## src/rtl/obstacle_spawner_pkg.sv

```systemverilog
// Shared game definitions for the obstacle spawner: control states, field
// widths and the substitute value used when a captured seed would be zero.
package obstacle_spawner_pkg;

    localparam int unsigned SEED_W  = 4;
    localparam int unsigned RND_W   = 8;
    localparam int unsigned LANE_W  = 2;
    localparam int unsigned KIND_W  = 2;
    localparam int unsigned COUNT_W = 8;

    // The generator locks up on an all-zero seed, so zero is replaced by this.
    localparam logic [SEED_W-1:0] SEED_SUBST = 4'hA;

    typedef enum logic [2:0] {
        IDLE,
        SEED,
        DRAW,
        WAIT,
        OFFER
    } state_t;

    function automatic logic [SEED_W-1:0] safe_seed(input logic [SEED_W-1:0] raw);
        return (raw == '0) ? SEED_SUBST : raw;
    endfunction

endpackage

```

## src/rtl/obstacle_spawner.sv

```systemverilog
// Obstacle spawner: seeds the random generator at game start, then uses its
// bytes to pick a frame-counted gap and, when the gap expires, a lane and kind
// that are offered to the playfield over a valid/ready handshake.
module obstacle_spawner
    import obstacle_spawner_pkg::*;
#(
    parameter int unsigned MIN_GAP = 8,
    parameter int unsigned CNT_W   = 5
) (
    input  logic                clk,
    input  logic                rst,
    input  logic                start,
    input  logic                stop,
    input  logic                frame_tick,
    input  logic [RND_W-1:0]    rnd,
    output logic [SEED_W-1:0]   seed,
    output logic                load,
    output logic                spawn_valid,
    input  logic                spawn_ready,
    output logic [LANE_W-1:0]   spawn_lane,
    output logic [KIND_W-1:0]   spawn_kind,
    output logic [COUNT_W-1:0]  spawn_count,
    output logic                busy
);

    state_t              state;
    state_t              state_next;
    logic [SEED_W-1:0]   fcnt;
    logic [CNT_W-1:0]    cnt;

    logic                load_next;
    logic                valid_next;
    logic                busy_next;

    logic                game_start;
    logic                capture;
    logic                transfer;
    logic                gap_load;
    logic                gap_step;

    // State register
    always_ff @(posedge clk or negedge rst) begin
        if (!rst) begin
            state <= IDLE;
        end else begin
            state <= state_next;
        end
    end

    // Next-state decode; stop overrides every other request
    always_comb begin
        state_next = state;
        if (stop) begin
            state_next = IDLE;
        end else begin
            unique case (state)
                IDLE:    if (start) state_next = SEED;
                SEED:    state_next = DRAW;
                DRAW:    state_next = WAIT;
                WAIT:    if (frame_tick && cnt == CNT_W'(1)) state_next = OFFER;
                OFFER:   if (spawn_valid && spawn_ready) state_next = DRAW;
                default: state_next = IDLE;
            endcase
        end
    end

    // Output decode: next values of the registered control outputs and datapath enables
    always_comb begin
        game_start = (state == IDLE)  && (state_next == SEED);
        capture    = (state == WAIT)  && (state_next == OFFER);
        transfer   = (state == OFFER) && (state_next == DRAW);
        gap_load   = (state == DRAW)  && (state_next == WAIT);
        gap_step   = (state == WAIT)  && (state_next == WAIT) && frame_tick;
        load_next  = game_start;
        valid_next = (state_next == OFFER);
        busy_next  = (state_next != IDLE);
    end

    // Registered control outputs, so nothing flows combinationally from inputs
    always_ff @(posedge clk or negedge rst) begin
        if (!rst) begin
            load        <= 1'b0;
            spawn_valid <= 1'b0;
            busy        <= 1'b0;
        end else begin
            load        <= load_next;
            spawn_valid <= valid_next;
            busy        <= busy_next;
        end
    end

    // Free-running entropy counter used for the seed
    always_ff @(posedge clk or negedge rst) begin
        if (!rst) begin
            fcnt <= '0;
        end else begin
            fcnt <= fcnt + SEED_W'(1);
        end
    end

    // Seed capture at game start; held until the next game
    always_ff @(posedge clk or negedge rst) begin
        if (!rst) begin
            seed <= '0;
        end else if (game_start) begin
            seed <= safe_seed(fcnt);
        end
    end

    // Frame gap counter: loaded from the high nibble in DRAW, stepped on frame ticks
    always_ff @(posedge clk or negedge rst) begin
        if (!rst) begin
            cnt <= '0;
        end else if (gap_load) begin
            cnt <= CNT_W'(MIN_GAP) + CNT_W'(rnd[7:4]);
        end else if (gap_step) begin
            cnt <= cnt - CNT_W'(1);
        end
    end

    // Lane/kind are cleared at game start and frozen from capture until the next capture
    always_ff @(posedge clk or negedge rst) begin
        if (!rst) begin
            spawn_lane <= '0;
            spawn_kind <= '0;
        end else if (game_start) begin
            spawn_lane <= '0;
            spawn_kind <= '0;
        end else if (capture) begin
            spawn_lane <= rnd[1:0];
            spawn_kind <= rnd[3:2];
        end
    end

    // Accepted-spawn counter, wraps naturally at its width
    always_ff @(posedge clk or negedge rst) begin
        if (!rst) begin
            spawn_count <= '0;
        end else if (game_start) begin
            spawn_count <= '0;
        end else if (transfer) begin
            spawn_count <= spawn_count + COUNT_W'(1);
        end
    end

endmodule

```

## config.mk

```make
export PLATFORM = sky130hd
export DESIGN_NAME = obstacle_spawner
export DESIGN_NICKNAME = d
export VERILOG_FILES = /design/src/rtl/obstacle_spawner_pkg.sv /design/src/rtl/obstacle_spawner.sv
export SDC_FILE = /design/constraint.sdc
export NUM_CORES = 1
export LEC_CHECK = 0
export ABC_CLOCK_PERIOD_IN_PS = 2000
export BUFFER_PORTS_ARGS = -buffer_cell sky130_fd_sc_hd__buf_2
export CAP_MARGIN = 30
export CORE_ASPECT_RATIO = 1.1
export CORE_MARGIN = 4
export CORE_UTILIZATION = 48
export DETAILED_ROUTE_END_ITERATION = 10
export GPL_ROUTABILITY_DRIVEN = 1
export PLACE_DENSITY = 0.77
export SETUP_SLACK_MARGIN = 0.2
export SYNTH_ARGS = -nofsm -noshare
export SYNTH_HDL_FRONTEND = slang
export SYNTH_SLANG_ARGS = --single-unit
```

## constraint.sdc

```tcl
create_clock -name clk -period 2 [get_ports clk]
set_clock_uncertainty 0.2 [all_clocks]
set_input_delay 0.3 -clock clk [delete_from_list [all_inputs] [get_ports clk]]
set_output_delay 0.3 -clock clk [all_outputs]
set_load 0.02 [all_outputs]
```

==> metrics.md, run 1 <==
| Metric | Value |
|---|---|
| Number of synthesized flops with an enable pin | `0` |
| Max Slew Vio Count | `0` |
| First-pass GRT wire length | `5470 um` |
| GR Util met3 | `4.49%` |
| Max_cap viols | `0` |
| Setup-failing EPs final | `2` |
| Setup WS post-layout | `-55.3 ps` |
| Synth top area share | `50.2%` |
| PortBufs | `32` |
| Worst setup SP type | `register` |
| Yosys warning total | `0` |
| Seq/Total Area, Yosys | `50.2%` |
| Remaining antenna violation count after routing | `0` |
| Total clock sinks | `31` |
| Via count | `1,332` |
| CP arrival | `2080 ps` |
| Post-Route WL | `3580 um` |
| 1st-iter DRT viols | `33` |
| TritonRoute pass-1 iters | `4` |
| Placed Instances | `221` |
| Clk network pwr share | `28.5%` |
| Reg-to-Reg Start | `cnt[1]` |
| Post-Syn Area | `1550 um2` |
| HP Class | `input port to register` |
| CTS Buf Count | `5` |
| Sw Ratio | `31.5%` |
| # rows | `21` |
| RD Place Congestion | `0.834` |
| Bufs on Longest Clock Path | `2` |
| Pin count of the biggest net entering global routing | `32` |
| Top post-synthesis cells by area | `dfrtp_1, nand2_1, ha_1` |
| Layout area overhead | `29.5%` |
| Vias per inst | `5.55` |
| IO Count | `33` |
| Post-synthesis cell count | `151` |
| Switching pwr | `577 uW` |
| F_max | `487 MHz` |
| Int Power | `1.25 mW` |
| Ys async rst share | `100%` |
| Utilization after layout | `65.2%` |
| CTS root buf | `clkbuf_4` |
| Later-pin clock latency in the skew report | `340 ps` |
| Met1 usage | `18.8%` |
| WL/cell | `14.9 um` |
| RSZ-0062 raised after global routing | `true` |
| Max VDD drop | `0.000811 V` |
| GR Util All Layers | `16.6%` |
| Max_slew headroom | `53.8%` |
| DRC viols | `0` |
| Pwr dens | `913 nW/um2` |
| Post-route cell area | `2000 um2` |
| Crit end category | `register` |
| Gr busiest metal | `met2` |
| Hold Fails Final Rpt | `0` |
| Static leakage | `0.987 nW` |
| N_diodes | `0` |
| Status | `finished, violations left` |
| Cell with the most instances after synthesis | `dfrtp_1` |
| Comb pwr share | `28.8%` |
| Avg Cell Area, Syn | `10.2 um2` |
| HPWL after DPL | `2300 um` |
| Die footprint | `4190 um2` |
| Worst setup startpoint | `cnt[1]` |
| Violated checks | `negative setup slack` |
| Clock Pin Slew Worst Setup and Hold Paths | `100 ps` |
| Syn Nets | `170` |
| GR Util met2 | `28.4%` |
| Overall die width | `62.1 um` |
| Seq pwr share | `42.6%` |
| Share of cells above drive strength 1 | `36.4%` |
| Clock tree from TritonCTS | `built` |
| Final net count | `224` |
| Distinct cell type count after synthesis | `45` |
| Post-Layout Cell Count | `240` |
| Crit Path Max Fanout | `5` |
| Crit Path Class | `register to register` |
| CORE AREA | `3070 um2` |
| Fin crit period | `2060 ps` |
| #FFs+latches synth | `31` |
| Hold Path Origin | `stop` |
| Required time worst endpoint | `2030 ps` |
| Via count of the first global-routing pass | `1,233` |
| Ys flop type | `dfrtp_1` |
| Top cells by count, synth | `dfrtp_1, nand2_1, nor2_1, o21ai_0, inv_1` |
| Period utilisation layout | `103%` |
| Die height | `67.5 um` |
| Slew @ Worst Pin | `693 ps` |
| Total gr overflow | `0` |
| Initial antenna violation count | `0` |
| Post-Place Cell Area | `1790 um2` |
| Cell taking the most area after synthesis | `dfrtp_1` |
| Starting density of the core | `50.3%` |
| H-tree Lvls | `2` |
## critical path: stages, from the launching register on
cell and delay (ps):
dfrtp_1 400, inv_2 60, ha_1 120, or4b_4 500, o211ai_1 210, o31ai_1 140, or3_1 320
## per-stage QoR
step | setup WS [ps] | hold slack [ps] | total power, mW | setup TNS [ps]
floorplan | 56.1 | -196 | 1.07 | 0
global placement | 15.5 | 172 | 1.22 | 0
detailed placement | -62.1 | 181 | 1.25 | -169
CTS | 8.17 | 22.7 | 1.81 | 0
global route | -133 | 60.9 | 1.92 | -349
finish | -55.3 | 53.5 | 1.83 | -63.3
## per-layer routing
metal,wire [um],vias to the layer above
met1,1500,617
met4,105,0
li1,-,644
met5,0,-
met2,1730,57
met3,246,14
## power groups by stage
stage / combinational (mW) / sequential [mW] / clock [mW]
floorplan: 0.252 / 0.821 / 0
global placement: 0.439 / 0.786 / 0
detailed placement: 0.458 / 0.787 / 0
CTS: 0.495 / 0.779 / 0.531
global route: 0.572 / 0.794 / 0.556
finish: 0.527 / 0.780 / 0.522
## area by class of cell
class                   count  area (um2)
clock inverters             2        35.0
fillers                   248        1070
multi-input cells         108         754
clock buffers               6        51.3
well taps                  34        42.5
inverters                   9        33.8
flip-flops and latches     31         778
repair buffers             50         308
## worst paths after layout
path	depth (start not counted)	slack [ps]	endpoint
max	6	-60	busy
min	2	50	state[2]
max reg2reg	6	-60	busy
min reg2reg	2	270	seed[1]
max in group asynchronous	2	780	state[0]
min in group asynchronous	2	340	busy
## cell families (layout without fill, tap and decap cells)
group | after synthesis | count (layout) | synth area share (%)
XOR/XNOR | 4 | 4 | 2.27
multiplexers | 3 | 3 | 2.10
AO/OA/AOI/OAI | 33 | 34 | 15.1
AND/OR/NAND/NOR | 62 | 62 | 22.6
buffers and inverters | 13 | 67 | 3.72
adder cells (fa/ha/maj) | 5 | 5 | 4.05
flip-flops | 31 | 31 | 50.2
## sequential cells by signal (all words and copies together) (netlist names)
register / count
cnt: 5
seed: 4
load: 1
state: 3
spawn_valid: 1
spawn_kind: 2
busy: 1
fcnt: 4
spawn_count: 8
spawn_lane: 2
## repair_timing
| item | in CTS | in global routing |
|---|---|---|
| setup buffers | 3 | 2 |
| endpoints found under the setup margin | 13 | 18 |
| hold buffers | 5 | 0 |
| hold endpoints to repair | 35 | 0 |
| pin swaps | 2 | 1 |
| cloned | 0 | 1 |
| resized for setup | 4 | 5 |
## cells in the final DEF (no fill, tap or decap), types with 5 or more instances in the layout
master and n:
buf_2 32, dfrtp_1 29, nand2_1 22, buf_4 13
nor2_1 11, inv_1 8, nand3_1 6, ha_1 5
clkbuf_4 5, dlygate4sd3_1 5
Power figures use the tool's default switching activity.
==> inputs of run 2 (changes only) <==
--- a/config.mk
+++ b/config.mk
@@ -16,3 +16,2 @@
 export PLACE_DENSITY = 0.77
-export SETUP_SLACK_MARGIN = 0.2
 export SYNTH_ARGS = -nofsm -noshare
==> constraint.sdc (replaced) <==
create_clock -name clk -period 2 [get_ports clk]
set_clock_uncertainty 0.2 [all_clocks]
set_input_delay 0.4 -clock clk [delete_from_list [all_inputs] [get_ports clk]]
set_output_delay 0.4 -clock clk [all_outputs]
set_load 0.02 [all_outputs]
==> run 2 against run 1 <==
Against the previous run: the run still ends with negative setup slack left; total power fell by 5.4%; routed wire length fell by 1.8%; via count shrank 0.90%; non-clock buffer count stayed put; critical endpoint unchanged; largest cell class unchanged; largest power group unchanged.
==> metrics.md, run 2 (same netlist as run 1, synthesis figures left out) <==
| Metric | Value |
|---|---|
| Die height | `67.5 um (unchanged)` |
| Clock Pin Slew Worst Setup and Hold Paths | `110 ps (about the same)` |
| Seq pwr share | `45.1% (+2.5 points)` |
| Clock tree from TritonCTS | `built` |
| Worst setup SP type | `register` |
| Switching pwr | `585 uW (+1.4%)` |
| CTS Buf Count | `5 (unchanged)` |
| DRC viols | `0 (unchanged)` |
| Met3 Wirelength | `187 um (-24%)` |
| Pin count of the biggest net entering global routing | `32 (unchanged)` |
| Status | `finished, violations left` |
| Worst setup startpoint | `cnt[1]` |
| Static leakage | `0.995 nW (+0.81%)` |
| DR WL met2 | `1810 um (+5.0%)` |
| Largest register FFs | `8 (unchanged)` |
| Fin crit period | `2070 ps (+17.8 ps)` |
| Max_slew headroom | `54.8% (+1.1 points)` |
| Crit end category | `register` |
| Later-pin clock latency in the skew report | `330 ps (about the same)` |
| Post-Place Cell Area | `1840 um2 (+2.7%)` |
| First-pass GRT wire length | `6100 um (+11%)` |
| 1st-iter DRT viols | `48 (+45%)` |
| Final net count | `223 (-0.45%)` |
| CP arrival | `2080 ps (about the same)` |
| Clk network pwr share | `21.7% (-6.8 points)` |
| HPWL after DPL | `2520 um (+9.7%)` |
| Post-Route WL | `3510 um (-1.8%)` |
| N_diodes | `0 (unchanged)` |
| Crit Path Class | `register to register` |
| F_max | `482 MHz (-0.86%)` |
| Total gr overflow | `0 (unchanged)` |
| Max Slew Vio Count | `0 (unchanged)` |
| Utilization after layout | `64.6% (-0.53 points)` |
| Via count | `1,320 (-0.90%)` |
| Hold Path Origin | `rnd[3]` |
| Placed Instances | `228 (+3.2%)` |
| Die footprint | `4190 um2 (unchanged)` |
| Post-Layout Cell Count | `238 (-0.83%)` |
| Tot Pwr | `1.73 mW (-5.4%)` |
| Reg-to-Reg Start | `cnt[1]` |
| Remaining antenna violation count after routing | `0 (unchanged)` |
| Bufs on Longest Clock Path | `2 (unchanged)` |
| WL/cell | `14.7 um (-1.0%)` |
| IO Count | `33 (unchanged)` |
| GR Util All Layers | `18.2% (+1.6 points)` |
| Setup-failing EPs final | `1 (-1)` |
| Share of cells above drive strength 1 | `40.2% (+3.8 points)` |
| TritonRoute pass-1 iters | `4 (unchanged)` |
| Hold Fails Final Rpt | `0 (unchanged)` |
| Int Power | `1.15 mW (-8.5%)` |
| Comb pwr share | `33.1% (+4.3 points)` |
| # rows | `21 (unchanged)` |
| Max VDD drop | `0.000586 V (-28%)` |
| Most common cell after layout, fill and taps aside | `buf_2` |
| CTS root buf | `clkbuf_4` |
| RD Place Congestion | `0.862 (+3.4%)` |
| Setup WS post-layout | `-73.1 ps (-17.8 ps)` |
| Largest Register | `spawn_count` |
| Violated checks | `negative setup slack` |
| Max_cap viols | `0 (unchanged)` |
| Total clock sinks | `31 (unchanged)` |
| Top flop regs | `spawn_count x8, cnt x5` |
| Pwr dens | `871 nW/um2 (-4.6%)` |
| Sw Ratio | `33.8% (+2.3 points)` |
| Hold slack | `85.0 ps (+31.5 ps)` |
| Period utilisation layout | `104% (+0.89 points)` |
| Via count of the first global-routing pass | `1,346 (+9.2%)` |
| Layout area overhead | `28.5%` |
| R2r setup slk | `-70 ps (-20 ps)` |
| RSZ-0062 raised after global routing | `true` |
| DP Worst Slack | `-82.4 ps (-20.3 ps)` |
| Slew @ Worst Pin | `677 ps (-15.9 ps)` |
| Vias per inst | `5.55 (about the same)` |
| CORE AREA | `3070 um2 (unchanged)` |
| Overall die width | `62.1 um (unchanged)` |
| Initial antenna violation count | `0 (unchanged)` |
| Max layer used | `met4` |
| HP Class | `input port to register` |
| Setup TNS | `-73.1 ps (-9.73 ps)` |
| PortBufs | `32 (unchanged)` |
| Post-route cell area | `1990 um2 (-0.81%)` |
| Met1 Wirelength | `1450 um (-3.3%)` |
| Crit Path Max Fanout | `5 (unchanged)` |
| Highest-count cells in the layout ignoring fill and taps | `buf_2, dfrtp_1, nand2_1` |
| Starting density of the core | `50.3% (unchanged)` |
| H-tree Lvls | `2 (unchanged)` |
| Required time worst endpoint | `2000 ps (-30 ps)` |
run 2: cell types whose count changed in the layout (fill, tap and decap cells not counted), moves of 2 or more:
cell	delta
dlygate4sd3_1	-4
buf_6	+4
o21ai_2	+2
dfrtp_2	-2
nand2_1	-4
nand2_2	+3
o21ai_1	-2
dfrtp_1	+2
run 2: final timing paths:
kind,cells past startpoint,endpoint
setup / recovery,6,busy
hold / removal,3,spawn_kind[1]
setup reg to reg,6,busy
hold reg to reg,2,seed[1]
max in group asynchronous,2,spawn_lane[0]
min in group asynchronous,2,spawn_valid
run 2: critical path, cell delays in order (launching register included):
cell and delay (ps):
dfrtp_1 400, inv_2 80, ha_4 110, or4b_4 510, o211ai_1 210, o31ai_1 120, or3_1 310
run 2: per-layer routing:
metal  vias up  global-route usage, %
li1        640                      -
met1       633                   21.1
met2        39                   31.9
met3         8                   4.99
met4         0                   7.86
met5         -                      0
run 2: layout make-up:
class | instances | area, um2
repair buffers | 50 | 313
well taps | 34 | 42.5
flip-flops and latches | 31 | 776
multi-input cells | 107 | 766
clock inverters | 1 | 5.00
clock buffers | 6 | 51.3
fillers | 253 | 1090
inverters | 9 | 33.8
run 2: what timing repair did:
action,CTS,global route
pin swaps,3,9
resized for setup,2,23
buffers inserted,2,0
endpoints found under the setup margin,10,9
hold buffers,1,0
hold endpoints to repair,31,0
run 2: power groups by stage:
stage | logic, mW | registers, mW | clock network (mW)
2_1_floorplan | 0.240 | 0.821 | 0
3_5_place_dp | 0.495 | 0.789 | 0
4_1_cts | 0.523 | 0.777 | 0.380
5_1_grt | 0.628 | 0.793 | 0.419
6_report | 0.574 | 0.781 | 0.376
3_3_place_gp | 0.476 | 0.783 | 0
==> inputs of run 3 (changes only) <==
- ABC_CLOCK_PERIOD_IN_PS: 2000 -> 2300
- BUFFER_PORTS_ARGS: -buffer_cell sky130_fd_sc_hd__buf_2 -> default
- CORE_UTILIZATION: 48 -> 55
- CTS_CLUSTER_DIAMETER: default -> 30
- DONT_BUFFER_PORTS: default -> 1
- PLACE_DENSITY: 0.77 -> 0.73
- clock period: 2 -> 2.3 ns (I/O delays scaled with it)
==> run 3 against run 2 <==
Against the previous run: the run now ends clean; sequential power shrank 5.4%; cell area shrank 15%; via count shrank 13%; largest power group unchanged; combinational power shrank 58%; routed wire length shrank 13%; hold slack lost 54 ps; critical endpoint unchanged; total power shrank 18%; count of clock-buffer cells in the layout is the same.
==> metrics.md, run 3 (same netlist as run 1, synthesis figures left out) <==
| Metric | Value |
|---|---|
| Starting density of the core | `59.7% (+9.4 points)` |
| Most common cell after layout, fill and taps aside | `dfrtp_1` |
| Clock Pin Slew Worst Setup and Hold Paths | `100 ps (about the same)` |
| Static leakage | `0.771 nW (-23%)` |
| First-pass GRT wire length | `5380 um (-12%)` |
| CP arrival | `2170 ps (+90 ps)` |
| Die height | `63.6 um (-5.8%)` |
| HPWL after DPL | `2190 um (-13%)` |
| Max Slew Vio Count | `0 (unchanged)` |
| Total clock sinks | `31 (unchanged)` |
| 1st-iter DRT viols | `38 (-21%)` |
| Overall die width | `58.6 um (-5.7%)` |
| Crit end category | `register` |
| Slew @ Worst Pin | `492 ps (-185 ps)` |
| IO Count | `33 (unchanged)` |
| Final net count | `177 (-21%)` |
| Largest register FFs | `8 (unchanged)` |
| Share of cells above drive strength 1 | `14.5% (-26 points)` |
| CORE AREA | `2590 um2 (-16%)` |
| Remaining antenna violation count after routing | `0 (unchanged)` |
| Worst setup SP type | `register` |
| Setup TNS | `0 ps (+73.1 ps)` |
| Via count | `1,144 (-13%)` |
| Vias per inst | `6.02 (+8.6%)` |
| PortBufs | `0 (-100%)` |
| CTS root buf | `clkbuf_4` |
| Die footprint | `3730 um2 (-11%)` |
| RD Place Congestion | `0.814 (-5.6%)` |
| Setup bufs post-CTS | `0 (-2)` |
| Total gr overflow | `0 (unchanged)` |
| Max_cap viols | `0 (unchanged)` |
| Initial antenna violation count | `0 (unchanged)` |
| Via count of the first global-routing pass | `1,207 (-10%)` |
| Clock tree from TritonCTS | `built` |
| WL/cell | `16.0 um (+8.6%)` |
| GR Util All Layers | `18.8% (+0.55 points)` |
| Max VDD drop | `0.000788 V (+35%)` |
| RSZ-0062 raised after global routing | `false` |
| F_max | `463 MHz (-4.0%)` |
| CTS Buf Count | `5 (unchanged)` |
| Status | `completed` |
| HP Class | `input port to register` |
| Bufs on Longest Clock Path | `2 (unchanged)` |
| Post-CTS resize count | `0 (-2)` |
| Post-Place Cell Area | `1570 um2 (-15%)` |
| Crit Path Class | `register to register` |
| Setup-failing EPs final | `0 (-1)` |
| Pwr dens | `840 nW/um2 (-3.6%)` |
| Top flop regs | `spawn_count x8, cnt x5` |
| Crit Path Max Fanout | `5 (unchanged)` |
| Post-route cell area | `1700 um2 (-15%)` |
| Max_slew headroom | `67.1% (+12 points)` |
| Pin count of the biggest net entering global routing | `32 (unchanged)` |
| DRC viols | `0 (unchanged)` |
| TritonRoute pass-1 iters | `4 (unchanged)` |
| H-tree Lvls | `2 (unchanged)` |
| Tot Pwr | `1.42 mW (-18%)` |
| Later-pin clock latency in the skew report | `320 ps (about the same)` |
| Highest-count cells in the layout ignoring fill and taps | `dfrtp_1, nand2_1, nor2_1` |
| Fin crit period | `2160 ps (+85.4 ps)` |
| Largest Register | `spawn_count` |
| Hold Fails Final Rpt | `0 (unchanged)` |
| N_diodes | `0 (unchanged)` |
| Post-Route WL | `3040 um (-13%)` |
| Required time worst endpoint | `2310 ps (+310 ps)` |
| # rows | `19 (-9.5%)` |
| Period utilisation layout | `93.8% (-9.8 points)` |
| Layout area overhead | `9.63%` |
run 3: changes by cell type in the layout (fill, tap and decap cells not counted), sizes merged:
| cell | previous run | this run |
|---|---|---|
| bufinv | 0 | 1 |
| buf | 49 | 2 |
| dlygate4sd3 | 1 | 2 |
run 3: worst max-delay path: stages (launching register included):
cell and delay (ps):
dfrtp_1 400, inv_1 90, ha_1 130, or4b_4 520
o21ai_0 220, a21boi_1 110, or3_1 380
run 3: report_power, final:
group	switching, mW	internal, mW
sequential	0.119	0.620
clock	0.186	0.257
combinational	0.132	0.109
total	0.437	0.986
run 3: path summary, 6_finish.rpt:
kind / slack, ps / end / from / cells past startpoint
hold reg to reg: 300 / fcnt[0] / fcnt[0] / 1
setup reg to reg: 140 / busy / cnt[1] / 6
setup / recovery: 140 / busy / cnt[1] / 6
hold / removal: 30 / state[1] / stop / 1
max in group asynchronous: 1370 / cnt[3] / rst / 2
min in group asynchronous: 360 / spawn_count[6] / rst / 2
run 3: through the flow:
| stage | util, % | std cells | hold WS (ps) | setup slack [ps] |
|---|---|---|---|---|
| after global placement | 60.6 | 179 | -34.7 | 270 |
| after floorplan | - | 151 | -35.6 | 303 |
| after CTS | 65.4 | 190 | 14.2 | 185 |
| final | 65.4 | 190 | 31.1 | 142 |
| after global routing | 65.4 | 190 | 22.9 | 59.9 |
| after detailed placement | 60.6 | 179 | -34.9 | 195 |
run 3: layout make-up:
| class | count | area (um2) |
|---|---|---|
| Clock buffer | 6 | 51.3 |
| Clock inverter | 2 | 35.0 |
| Fill cell | 197 | 896 |
| Inverter | 9 | 33.8 |
| Multi-Input combinational cell | 107 | 713 |
| Sequential cell | 31 | 776 |
| Tap cell | 31 | 38.8 |
| Timing Repair Buffer | 4 | 47.5 |
run 3: what timing repair did:
action | in CTS | in global routing
hold endpoints to repair | 33 | 0
hold buffers | 3 | 0
endpoints found under the setup margin | 0 | 0
run 3: per-layer routing:
metal | GRT usage [%] | up-vias | part of all wire (%)
li1 | - | 550 | -
met1 | 21.7 | 553 | 42
met3 | 6.73 | 5 | 7.6
met5 | 0 | - | 0
met4 | 8.41 | 0 | 1.5
met2 | 30.6 | 36 | 49
